==> config.mk <==
export PLATFORM = sky130hd
export DESIGN_NAME = ripple_sampler
export DESIGN_NICKNAME = d
export VERILOG_FILES = /design/src/rtl/ripple_sampler.sv
export SDC_FILE = /design/constraint.sdc
export NUM_CORES = 1
export LEC_CHECK = 0
export BUFFER_PORTS_ARGS = -buffer_cell sky130_fd_sc_hd__buf_2
export CORE_MARGIN = 2
export CORE_UTILIZATION = 25
export DETAILED_ROUTE_END_ITERATION = 10
export GPL_TIMING_DRIVEN = 0
export SLEW_MARGIN = 20
export SYNTH_ARGS = -nofsm -noshare
export SYNTH_HDL_FRONTEND = slang
export SYNTH_SLANG_ARGS = --single-unit
==> constraint.sdc <==
create_clock -name clk -period 2.45 [get_ports clk]
set_clock_uncertainty 0.2 [all_clocks]
set_input_delay 0.3675 -clock clk [delete_from_list [all_inputs] [get_ports clk]]
set_output_delay 0.3675 -clock clk [all_outputs]
set_load 0.005 [all_outputs]
==> src/rtl/ripple_sampler.sv <==
// ripple_sampler: two-flop sync of ripple-divider taps, stability filter, settled count with update strobe.
// Optional sequence checker (seq_err, err_count) is built when RIPPLE_SAMPLER_SEQ_CHECK_EN is defined.
module ripple_sampler #(
  parameter int WIDTH         = 8,
  parameter int STABLE_CYCLES = 4
) (
  input  logic             clk,
  input  logic             rst,
  input  logic [WIDTH-1:0] ripple_in,
  input  logic             clear_err,
  output logic [WIDTH-1:0] count,
  output logic             update,
  output logic             settling
`ifdef RIPPLE_SAMPLER_SEQ_CHECK_EN
  ,
  output logic             seq_err,
  output logic [7:0]       err_count
`endif
);

  localparam int SW = (STABLE_CYCLES > 1) ? $clog2(STABLE_CYCLES) : 1;
  localparam logic [SW-1:0] STAB_MAX = SW'(STABLE_CYCLES - 1);

  typedef enum logic {TRACK, SETTLE} state_t;

  state_t           state;
  logic [WIDTH-1:0] s1, s2, cand;
  logic [SW-1:0]    stab;
  logic             qualified;
  logic             commit;

  assign qualified = (s2 == cand) && (stab == STAB_MAX);
  assign commit    = (state == SETTLE) && qualified && (cand != count);

  always_ff @(posedge clk) begin
    if (rst) begin
      s1 <= '0;
      s2 <= '0;
    end else begin
      s1 <= ripple_in;
      s2 <= s1;
    end
  end

  always_ff @(posedge clk) begin
    if (rst) begin
      cand     <= '0;
      stab     <= '0;
      count    <= '0;
      update   <= 1'b0;
      settling <= 1'b0;
      state    <= TRACK;
    end else begin
      update <= 1'b0;

      if (s2 != cand) begin
        cand <= s2;
        stab <= '0;
      end else if (stab < STAB_MAX) begin
        stab <= stab + 1'b1;
      end

      // cand always equals count while in TRACK, so any s2 difference starts qualification
      case (state)
        TRACK: begin
          if (s2 != count) begin
            state    <= SETTLE;
            settling <= 1'b1;
          end
        end
        SETTLE: begin
          if (s2 != cand) begin
            if (s2 == count) begin
              state    <= TRACK;
              settling <= 1'b0;
            end
          end else if (commit) begin
            count    <= cand;
            update   <= 1'b1;
            state    <= TRACK;
            settling <= 1'b0;
          end
        end
      endcase
    end
  end

`ifdef RIPPLE_SAMPLER_SEQ_CHECK_EN
  logic [WIDTH-1:0] next_exp;
  logic             mismatch;

  assign next_exp = count + 1'b1;
  assign mismatch = commit && (cand != next_exp);

  // an error on the same cycle as clear_err leaves a fresh count of one
  always_ff @(posedge clk) begin
    if (rst) begin
      seq_err   <= 1'b0;
      err_count <= 8'd0;
    end else if (mismatch) begin
      seq_err   <= 1'b1;
      if (clear_err) begin
        err_count <= 8'd1;
      end else if (err_count != 8'hFF) begin
        err_count <= err_count + 8'd1;
      end
    end else if (clear_err) begin
      seq_err   <= 1'b0;
      err_count <= 8'd0;
    end
  end
`else
  logic unused_clear_err;
  assign unused_clear_err = clear_err;
`endif

endmodule

==> results_dict.tcl <==
set metrics [dict create \
    core_mm2 0.00561 \
    dpl-instance-area_mm2 0.00165 \
    diodes 0 \
    viasPerCell 4.17 \
    ys_seq_elements 37 \
    grt_max_degree 12 \
    p_sw_mw 0.271 \
    core.rowCount 27 \
    place_inst 235 \
    power_frac_comb_pct 7.4 \
    finalSetupTns_ns 0 \
    ir_worst_vdd_v 0.000243 \
    syn_area_per_cell_um2 10.2 \
    crit_chain "xnor2_1, nand4_1, o211ai_2, buf_4, nor2_1, o32ai_1" \
    wl_mm 2.82 \
    netlist_area_mm2 0.00147 \
    cp.arrival_ns 1.99 \
    pin_count 21 \
    cts_made_buffers 5 \
    yosysSeqAreaShare_pct 50.3 \
    relSlewSlack_pct 64.3 \
    dieArea_mm2 0.00652 \
    drt_iter0_markers 42 \
    layout.cells.non_filler 242 \
    grt.total_usage_pct 9.93 \
    clock_power_share_pct 40.7 \
    fp.dieH_um 80.8 \
    grt.overflow.total 0 \
    reg2reg_to "settling" \
    reg2regPathDepth 6 \
    intPower_mw 0.962 \
    multiInputGateArea_um2 674 \
    worstPathRequired_ns 2.45 \
    hold-path-endpoint "s1[0]" \
    setup_viol 0 \
    drt-pass1-iter-count 4 \
    ff_latch_area_um2 741 \
    crit_type "flop to flop" \
    stdcell_area_mm2 0.00176 \
    path_clk_slew_ns 0.07 \
    grt_pass1_wl_mm 4.68 \
    antenna_left 0 \
    postLayoutCoreUtil_pct 31.3 \
    tritoncts "done" \
    initial_core_util_pct 26.3 \
    clockBufferDepth 2 \
    max_freq_ghz 0.502 \
    syn_to_final_growth_pct 19.3 \
    p_total_mw 1.23 \
    remaining_drc_errors 0 \
    via_count 1009 \
    hold_viol_final 0 \
    power_density_mw_per_mm2 702 \
    yosys.area.top_type_share_pct 50.3 \
    p_leak_nw 0.739 \
    period_share_pct 81.3 \
    ctsHoldBuffers 0 \
    critical-path-top-delay-family "compound AO/OA/AOI/OAI gates" \
    holdPathStages 2 \
    rrSetupSlack_ns 0.46 \
    gp_congestion 0.735 \
    clock-root-buffer "clkbuf_8" \
    synth_cells 145 \
    portBuffers 18 \
    netlist.top_cell.by_area "dfxtp_1" \
    drv_cap 0 \
    ys_warn_count 0 \
    ctsResizeCount 0 \
    hold_ws_ns 0.0812 \
    synth.distinct_cells 26 \
    syn_nets 157 \
    routedWlPerCell_um 11.7 \
    crit_buf_inv 1 \
    fin_ws_ns 0.458 \
    die_w_um 80.8 \
    cp_max_fo 10 \
    rsz0062_at_grt "no" \
    switching_share_pct 22.0 \
    dpl.hpwl_mm 1.99 \
    r2r_start "count[7]" \
    status "completed" \
    fillers 613 \
    seq_power_share_pct 51.9 \
    antenna_found_initial 0 \
    clk_latency_ns 0.29 \
    worst_path_max_delay_cell "o211ai_2" \
    drive_gt1_share_pct 18.2 \
    final_nets 182 \
    worst_slew_pin_slew_ns 0.535 \
    crit_path_max_incr_delay_ns 0.41 \
    htreeDepth 2 \
    period_needed_ns 1.99 \
    slew_violations 0 \
    min_path_type "input pin to flop" \
    preCtsSetupSlack_ns 0.452 \
    end_kind "flop" \
    post-cts-setup-buffers 0 \
    clkSinkCount 37 \
    startpoint_type "flop" \
    grt_pass1_vias 979 \
    min_from "ripple_in[0]" \
    synth_area_leaders "dfxtp_1 50%, nor2b_1 10%, xor2_1 10%" \
]
[Yosys cell counts, drive strengths merged]
library cell / number
mux2i: 1
nor2b: 24
clkbuf: 4
buf: 2
ha: 1
dfxtp: 37
nand2: 2
nand2b: 1
inv: 8
o32ai: 1
o211ai: 1
xnor2: 8
nor3: 3
nand4: 2
a311oi: 1
nor2: 1
nor4: 4
nand3: 1
a21oi: 9
or3: 8
o21ai: 8
xor2: 17
o21bai: 1
[how the worst max path moves through the flow]
| stage | start | end | depth (start not counted) |
|---|---|---|---|
| 3_3_place_gp | count[7] | settling | 6 |
| 6_report | count[7] | settling | 6 |
| 3_5_place_dp | count[7] | settling | 6 |
| 4_1_cts | count[7] | settling | 6 |
| 5_1_grt | count[7] | settling | 6 |
| 2_1_floorplan | cand[5] | count[2] | 6 |
[cell families after synthesis]
logic type / count (synthesis) / share of synthesized area (%)
buf+inv: 14 / 3.91
compound gates: 21 / 8.33
fa+ha+maj: 1 / 0.849
mux: 1 / 0.680
simple gates: 46 / 21.1
xor+xnor: 25 / 14.9
flops: 37 / 50.3
[state kept, by name, indices dropped and copies added (netlist names)]
name and cells:
update 1, s2 8, stab 2, count 8, settling 1, state 1, cand 8, s1 8
[power by group through the flow]
stage               sequential [mW]  combinational [mW]  clock, mW
floorplan                     0.650              0.0670          0
global placement              0.653              0.0910          0
detailed placement            0.653              0.0921          0
CTS                           0.640              0.0926      0.517
global route                  0.643               0.103      0.544
finish                        0.639              0.0913      0.502
[cells in the final DEF (no fill, tap or decap), types with 2 or more instances in the layout]
cell type | Yosys | layout
a21oi_1 | 9 | 9
buf_2 | 1 | 19
clkbuf_1 | 4 | 4
clkbuf_8 | 0 | 5
dfxtp_1 | 37 | 37
inv_1 | 8 | 8
nand2_1 | 2 | 2
nand4_1 | 2 | 2
nor2b_1 | 24 | 24
nor3_1 | 3 | 3
nor4_1 | 2 | 2
nor4_4 | 2 | 2
o21ai_0 | 2 | 2
o21ai_1 | 6 | 6
or3_1 | 8 | 8
xnor2_1 | 8 | 8
xor2_1 | 17 | 17
[metal layers]
layer  GRT usage, %  vias to the layer above  wire length, um  share of wire [%]
met5              0                        -                0                  0
met4           6.10                        0               73                2.6
met3           3.56                        7              167                5.9
met2           14.8                       21             1230                 44
met1           12.3                      455             1350                 48
li1               -                      526                -                  -
[layout make-up]
type                            count  share of cell area [%]
Inverter                            8                    1.71
Clock buffer                        5                    3.92
Buffer                              6                    1.57
Tap cell                           72                    5.13
Multi-Input combinational cell     94                    38.4
Timing Repair Buffer               18                    5.13
Sequential cell                    37                    42.2
Clock inverter                      2                    1.99
No activity file was read; power rests on OpenSTA's default activity.
